[src/rtl/bcd_pkg.sv]
// Shared types and helpers for the cascaded BCD counter.
package bcd_pkg;

    // Run-control states of the sequencer.
    typedef enum logic [1:0] {
        IDLE = 2'd0,
        RUN  = 2'd1,
        HOLD = 2'd2,
        DONE = 2'd3
    } state_t;

    // Largest legal value of one BCD digit.
    localparam logic [3:0] BCD_MAX = 4'd9;

    // True when a nibble holds a legal decimal digit.
    function automatic logic is_bcd(input logic [3:0] nibble);
        return (nibble <= BCD_MAX);
    endfunction

endpackage

[src/rtl/bcd_cascade_ctrl_if.sv]
// Control/status bundle between the front panel or host and the BCD counter.
//
// Handshake: there is no valid/ready pair. Start, Stop and Clr are single-cycle
// command pulses sampled on every rising clock edge. Cin is a level-sampled
// event strobe, giving one increment per cycle it is high in RUN. Preset only
// has to be stable in the cycle of the Start that leaves IDLE or DONE. All
// status outputs (q, Busy, Done, Wrap, Err, dbg_state) come straight from registers.
interface bcd_cascade_ctrl_if #(
    parameter int DIGITS = 4
) ();
    logic                  Start;
    logic                  Stop;
    logic                  Clr;
    logic                  Cin;
    logic [4*DIGITS-1:0]   Preset;
    logic [4*DIGITS-1:0]   q;
    logic                  Busy;
    logic                  Done;
    logic                  Wrap;
    logic                  Err;
    bcd_pkg::state_t       dbg_state;

    // Host side: issues commands, observes status.
    modport master (
        output Start, Stop, Clr, Cin, Preset,
        input  q, Busy, Done, Wrap, Err, dbg_state
    );

    // Counter side: receives commands, drives status.
    modport slave (
        input  Start, Stop, Clr, Cin, Preset,
        output q, Busy, Done, Wrap, Err, dbg_state
    );
endinterface

[src/rtl/bcd_digit_cell.sv]
// One decimal digit of the cascade: clears, or advances 0..9 and wraps when enabled.
module bcd_digit_cell
    import bcd_pkg::*;
(
    input  logic       Clk,
    input  logic       Rst_n,
    input  logic       clr,
    input  logic       en,
    output logic [3:0] dig,
    output logic       at_max
);
    logic [3:0] dig_q;

    // Digit register: clear has priority over the enable.
    always_ff @(posedge Clk) begin
        if (!Rst_n) begin
            dig_q <= 4'd0;
        end else if (clr) begin
            dig_q <= 4'd0;
        end else if (en) begin
            dig_q <= (dig_q == BCD_MAX) ? 4'd0 : dig_q + 4'd1;
        end
    end

    assign dig    = dig_q;
    assign at_max = (dig_q == BCD_MAX);
endmodule

[src/rtl/bcd_cascade_ctrl.sv]
// Run-control sequencer for a chain of BCD digit cells: start/stop/clear,
// carry-enable ripple, compare-to-preset terminal count and free-run wrap.
module bcd_cascade_ctrl
    import bcd_pkg::*;
#(
    parameter int DIGITS = 4
) (
    input  logic              Clk,
    input  logic              Rst_n,
    bcd_cascade_ctrl_if.slave bus
);
    localparam int W = 4 * DIGITS;

    state_t          state_q, state_d;
    logic [W-1:0]    preset_q, preset_d;
    logic            done_q, done_d;
    logic            wrap_q, wrap_d;
    logic            err_q, err_d;
    logic            busy_q, busy_d;

    logic [W-1:0]    count_cur;
    logic [W-1:0]    count_inc;
    logic [DIGITS-1:0] at_max;
    logic [DIGITS-1:0] dig_en;
    logic [DIGITS:0]   carry;
    logic            count_en;
    logic            cell_clr;
    logic            preset_ok;

    // carry[k] is high when every digit below k sits at 9.
    assign carry[0] = 1'b1;

    for (genvar k = 0; k < DIGITS; k++) begin : g_digit
        assign carry[k+1] = carry[k] & at_max[k];
        assign dig_en[k]  = count_en & carry[k];

        bcd_digit_cell u_cell (
            .Clk    (Clk),
            .Rst_n  (Rst_n),
            .clr    (cell_clr),
            .en     (dig_en[k]),
            .dig    (count_cur[4*k +: 4]),
            .at_max (at_max[k])
        );
    end

    // Value the count would take after one increment; used for the terminal compare.
    always_comb begin
        count_inc = count_cur;
        for (int k = 0; k < DIGITS; k++) begin
            if (carry[k]) begin
                count_inc[4*k +: 4] = at_max[k] ? 4'd0 : count_cur[4*k +: 4] + 4'd1;
            end
        end
    end

    // A preset is accepted only if every nibble is a legal decimal digit.
    always_comb begin
        preset_ok = 1'b1;
        for (int k = 0; k < DIGITS; k++) begin
            if (!is_bcd(bus.Preset[4*k +: 4])) begin
                preset_ok = 1'b0;
            end
        end
    end

    // Next-state and pulse decode; command priority Clr > Stop > Start > Cin.
    always_comb begin
        state_d  = state_q;
        preset_d = preset_q;
        err_d    = err_q;
        done_d   = 1'b0;
        wrap_d   = 1'b0;
        count_en = 1'b0;
        cell_clr = 1'b0;

        if (bus.Clr) begin
            state_d  = IDLE;
            err_d    = 1'b0;
            cell_clr = 1'b1;
        end else if (bus.Stop && state_q == RUN) begin
            // Any Cin in this cycle is dropped.
            state_d = HOLD;
        end else if (bus.Start && (state_q == IDLE || state_q == DONE)) begin
            cell_clr = 1'b1;
            if (preset_ok) begin
                preset_d = bus.Preset;
                err_d    = 1'b0;
                state_d  = RUN;
            end else begin
                err_d    = 1'b1;
                state_d  = IDLE;
            end
        end else if (bus.Start && state_q == HOLD) begin
            // Resume keeps both the count and the stored preset.
            err_d   = 1'b0;
            state_d = RUN;
        end else if (bus.Cin && state_q == RUN) begin
            count_en = 1'b1;
            if (preset_q != '0 && count_inc == preset_q) begin
                done_d  = 1'b1;
                state_d = DONE;
            end else if (preset_q == '0 && carry[DIGITS]) begin
                wrap_d = 1'b1;
            end
        end

        busy_d = (state_d == RUN) || (state_d == HOLD);
    end

    // Control and status registers.
    always_ff @(posedge Clk) begin
        if (!Rst_n) begin
            state_q  <= IDLE;
            preset_q <= '0;
            done_q   <= 1'b0;
            wrap_q   <= 1'b0;
            err_q    <= 1'b0;
            busy_q   <= 1'b0;
        end else begin
            state_q  <= state_d;
            preset_q <= preset_d;
            done_q   <= done_d;
            wrap_q   <= wrap_d;
            err_q    <= err_d;
            busy_q   <= busy_d;
        end
    end

    assign bus.q         = count_cur;
    assign bus.Busy      = busy_q;
    assign bus.Done      = done_q;
    assign bus.Wrap      = wrap_q;
    assign bus.Err       = err_q;
    assign bus.dbg_state = state_q;
endmodule

[src/flat_wrapper.sv]
// flat-port wrapper written by rule: the top's interface ports become plain ports
module bcd_cascade_ctrl_flat import bcd_pkg::*;
#(
    parameter int DIGITS = 4
)
  (Clk, Rst_n, bus_Start, bus_Stop, bus_Clr, bus_Cin, bus_Preset, bus_q, bus_Busy, bus_Done, bus_Wrap, bus_Err, bus_dbg_state);
  bcd_cascade_ctrl_if #(.DIGITS(DIGITS)) bus_i ();
  input  logic Clk;
  input  logic Rst_n;
  input wire logic [$bits(bus_i.Start)-1:0] bus_Start;
  input wire logic [$bits(bus_i.Stop)-1:0] bus_Stop;
  input wire logic [$bits(bus_i.Clr)-1:0] bus_Clr;
  input wire logic [$bits(bus_i.Cin)-1:0] bus_Cin;
  input wire logic [$bits(bus_i.Preset)-1:0] bus_Preset;
  output wire logic [$bits(bus_i.q)-1:0] bus_q;
  output wire logic [$bits(bus_i.Busy)-1:0] bus_Busy;
  output wire logic [$bits(bus_i.Done)-1:0] bus_Done;
  output wire logic [$bits(bus_i.Wrap)-1:0] bus_Wrap;
  output wire logic [$bits(bus_i.Err)-1:0] bus_Err;
  output wire logic [$bits(bus_i.dbg_state)-1:0] bus_dbg_state;
  assign bus_i.Start = bus_Start;
  assign bus_i.Stop = bus_Stop;
  assign bus_i.Clr = bus_Clr;
  assign bus_i.Cin = bus_Cin;
  assign bus_i.Preset = bus_Preset;
  assign bus_q = bus_i.q;
  assign bus_Busy = bus_i.Busy;
  assign bus_Done = bus_i.Done;
  assign bus_Wrap = bus_i.Wrap;
  assign bus_Err = bus_i.Err;
  assign bus_dbg_state = bus_i.dbg_state;
  bcd_cascade_ctrl #(.DIGITS(DIGITS)) u_core (.Clk(Clk), .Rst_n(Rst_n), .bus(bus_i));
endmodule
[config.mk]
export PLATFORM = sky130hd
export DESIGN_NAME = bcd_cascade_ctrl_flat
export DESIGN_NICKNAME = d
export VERILOG_FILES = /design/src/rtl/bcd_pkg.sv /design/src/rtl/bcd_cascade_ctrl_if.sv /design/src/rtl/bcd_digit_cell.sv /design/src/rtl/bcd_cascade_ctrl.sv /design/src/flat_wrapper.sv
export SDC_FILE = /design/constraint.sdc
export NUM_CORES = 1
export LEC_CHECK = 0
export BUFFER_PORTS_ARGS = -buffer_cell sky130_fd_sc_hd__buf_2
export CAP_MARGIN = 20
export CORE_ASPECT_RATIO = 0.7
export CORE_MARGIN = 4
export CORE_UTILIZATION = 49
export CTS_BUF_LIST = sky130_fd_sc_hd__clkbuf_2
export DETAILED_ROUTE_END_ITERATION = 6
export PLACE_DENSITY = 0.72
export SLEW_MARGIN = 20
export SYNTH_ARGS = -nofsm -noshare
export SYNTH_HDL_FRONTEND = slang
export SYNTH_SLANG_ARGS = --single-unit
[constraint.sdc]
create_clock -name Clk -period 3.5 [get_ports Clk]
set_clock_uncertainty 0.1 [all_clocks]
set_input_delay 0.7 -clock Clk [delete_from_list [all_inputs] [get_ports Clk]]
set_output_delay 0.7 -clock Clk [all_outputs]
set_load 0.02 [all_outputs]
==> flow_metrics.env <==
export IMPL_hpwl_um=4810
export IMPL_die_area_um2=6380
export IMPL_final_antenna_net_count=0
export IMPL_drt_iter0_drc=170
export IMPL_ios=44
export IMPL_critPathKind="flop to flop"
export IMPL_initial_core_util_pct=51.6
export IMPL_min_delay_start="u_core.bus.Err$_SDFFE_PP0P_"
export IMPL_root_buffer="clkbuf_2"
export IMPL_maxSlewViolCount=0
export IMPL_r2r_cells=10
export IMPL_postRouteWirelength_um=6200
export IMPL_outcome="finished, final reports clean"
export IMPL_crit_start="u_core.g_digit[1].u_cell.dig[1]$_SDFFE_PP0P_"
export IMPL_core_area_um2=4890
export IMPL_p_switching_w=0.000199
export IMPL_p_total_w=0.000861
export IMPL_max_cap_viol_count=0
export IMPL_grt_pass1_vias=2083
export IMPL_crit_top_cell="or4b_1"
export IMPL_p_comb_share_pct=8.6
export IMPL_portBuffers=43
export IMPL_power_frac_clock_pct=39.9
export IMPL_fin_crit_sh_pct=92.6
export IMPL_setup_tns_ns=0
export IMPL_end_kind="flop"
export IMPL_finalSetupViolations=0
export IMPL_tightest_slew_ns=0.416
export IMPL_critical_path_required_ns=3.71
export IMPL_synth_edf_count=0
export IMPL_path_delay_family="simple AND/OR/NAND/NOR gates"
export IMPL_swShare_pct=23.1
export IMPL_detail_route_vias_per_cell=5.67
export IMPL_yosysWarnings=0
export IMPL_first_pass_iters=5
export IMPL_r2r_start="u_core.g_digit[1].u_cell.dig[1]$_SDFFE_PP0P_"
export IMPL_track_usage_pct=20.3
export IMPL_cts_made_buffers=5
export IMPL_crit_fanout=14
export IMPL_final_util_pct=59.5
export IMPL_synth_cell_types=51
export IMPL_finalCriticalPeriod_ns=3.24
export IMPL_slowest_delay_ns=0.53
export IMPL_reg2reg_setup_slack_ns=0.26
export IMPL_path_buf_inv=2
export IMPL_p_int_w=0.000662
export IMPL_netlist_instances=303
export IMPL_ir_drop_uv=169
export IMPL_via_count=2363
export IMPL_leakage_nw=1.10
export IMPL_cts_tree="built"
export IMPL_clock_path_buffers=2
export IMPL_seqCellArea_um2=762
export IMPL_final_nets=377
export IMPL_postSynthAreaPerCell_um2=8.33
export IMPL_antenna_found_initial=0
export IMPL_path_cells="inv_1, ha_1, and3b_2, nand4_1, buf_4, a21oi_1, or4b_1, or4b_1, or3_1, a211oi_2"
export IMPL_power_per_cell_area_nw_per_um2=296
export IMPL_core_rowCount=21
export IMPL_cts_htree_levels=2
export IMPL_n_fill_cell=455
export IMPL_grt_first_pass_wirelength_um=10200
export IMPL_gp_congestion=0.927
export IMPL_cp_num_cells=10
export IMPL_die_w_um=93.8
export IMPL_grt_overflow=0
export IMPL_wl_per_cell_um=14.9
export IMPL_holdPathEnd="u_core.bus.Err$_SDFFE_PP0P_"
export IMPL_finalNonFillerCells=417
export IMPL_hp_class="flop to flop"
export IMPL_ys_seq_area_share_pct=30.1
export IMPL_synth_seq_cells=38
export IMPL_clock_latency_ns=0.39
export IMPL_start_kind="flop"
export IMPL_synth_flop_cell="dfxtp_1"
export IMPL_drive_gt1_share_pct=19.8
export IMPL_hold_depth=2
export IMPL_layout_area_overhead_vs_synth_pct=15.3
export IMPL_critPathArrivalTime_ns=3.45
export IMPL_clkSinkCount=38
export IMPL_drc=0
export IMPL_clkSlewWorstSetupHoldPaths_ns=0.20
export IMPL_rsz0062_at_grt="false"
export IMPL_hold_viol=0
export IMPL_async_flop_share_pct=0
export IMPL_multi_input_area_um2=1660
export IMPL_synth_fp_nets=333
export IMPL_power_frac_seq_pct=51.4
export IMPL_grt_max_degree=20
export IMPL_slew_headroom_pct=71.9
export IMPL_dieHeight_um=68.0
export IMPL_most_common_layout_cells="buf_2 (43), dfxtp_1 (37), nor2_1 (24), nor2b_1 (24), mux2i_1 (23)"
export IMPL_num_antenna_cells=0
export IMPL_cp_slowest_cell="or4b_1"
export IMPL_final_common_cell="buf_2"
export IMPL_fmax_mhz=309
export IMPL_r2r_end="u_core.bus.dbg_state[0]$_SDFF_PN0_"
export IMPL_dp_cells=409
export IMPL_synthesis_area_um2=2520
export IMPL_cts_setup_buffers=0
[worst min-delay path: cells and delay by family, from the launching register on]
kind          cells  cell delay (ns)
flops             1             0.35
simple gates      1             0.06
mux               1             0.13
[what timing repair did]
action / CTS / global route
endpoints found under the setup margin: 0 / 1
hold buffers: 0 / 0
gates resized for setup: 0 / 2
[layout make-up]
type | instances | share of cell area, %
Clock buffer | 5 | 0.860
Clock inverter | 3 | 2.19
Inverter | 7 | 0.903
Multi-Input combinational cell | 243 | 57.2
Sequential cell | 38 | 26.2
Tap cell | 69 | 2.97
Timing Repair Buffer | 52 | 9.72
[sequential cells by signal, summed over array words and instances, names as in the netlist]
name and flops:
u_core.preset_q 16, u_core.g_digit.u_cell.dig 16, u_core.bus.Wrap 1, u_core.bus.dbg_state 2, u_core.bus.Err 1, u_core.bus.Busy 1, u_core.bus.Done 1
[layer usage]
layer	GRT usage [%]	routed length, um	part of all wire (%)	vias to the layer above
li1	-	-	-	1192
met1	28.2	2990	48	1095
met2	31.8	2780	45	66
met3	4.51	348	5.6	10
met4	5.59	80	1.3	0
met5	0	0	0	-
[cell families after synthesis]
kind of cell / after synthesis / share of synthesized area, %
DFF: 38 / 30.1
and+or+nand+nor: 140 / 33.9
AOI/OAI and AO/OA: 59 / 14.0
muxes: 23 / 9.12
adders and majority gates: 8 / 3.97
buffers and inverters: 22 / 4.36
xor gates and xnor gates: 13 / 4.51
[cells in the mapped netlist (2+ instances only)]
cell type	instances	area [um^2]
dfxtp_1	38	761
nor2_1	24	90.1
nor2b_1	24	150
mux2i_1	23	230
a21oi_1	21	105
o21ai_0	20	100
nand3_1	13	65.1
nand2_1	12	45.0
nor4_1	11	68.8
nor3_1	9	45.0
ha_1	8	100
xnor2_1	8	70.1
clkbuf_1	7	26.3
inv_1	7	26.3
nand4_1	7	43.8
nand3b_1	5	37.5
xor2_1	5	43.8
and3b_1	4	35.0
buf_2	4	20.0
nand2b_1	4	25.0
nor4b_1	4	35.0
or3_1	4	25.0
and2_1	3	18.8
o21a_1	3	22.5
a211oi_1	2	15.0
a31oi_1	2	12.5
and3_1	2	12.5
buf_4	2	15.0
buf_6	2	22.5
nor3b_1	2	15.0
o31ai_1	2	15.0
or4b_1	2	20.0
[power by group through the flow]
stage / Combinational, W / Clock (W) / Sequential (W)
2_1_floorplan: 0.0000433 / 0 / 0.000452
3_3_place_gp: 0.0000719 / 0 / 0.000451
3_5_place_dp: 0.0000728 / 0 / 0.000451
4_1_cts: 0.0000735 / 0.000350 / 0.000443
5_1_grt: 0.0000806 / 0.000374 / 0.000444
6_report: 0.0000742 / 0.000344 / 0.000443
[per-stage QoR]
step	hold WS (ns)	area, um^2	setup WS (ns)
finish	0.449	2910	0.259
global route	0.426	2910	0.0551
CTS	0.445	2910	0.110
detailed placement	0.419	2820	0.239
global placement	0.402	2820	0.381
floorplan	0.414	2520	0.464
[worst max path at each step]
stage                                               endpoint
final                     u_core.bus.dbg_state[0]$_SDFF_PN0_
after global routing      u_core.bus.dbg_state[0]$_SDFF_PN0_
after CTS                 u_core.bus.dbg_state[0]$_SDFF_PN0_
after detailed placement  u_core.bus.dbg_state[0]$_SDFF_PN0_
after global placement    u_core.bus.dbg_state[0]$_SDFF_PN0_
after floorplan           u_core.bus.dbg_state[0]$_SDFF_PN0_
(Power assumes the default switching activity.)
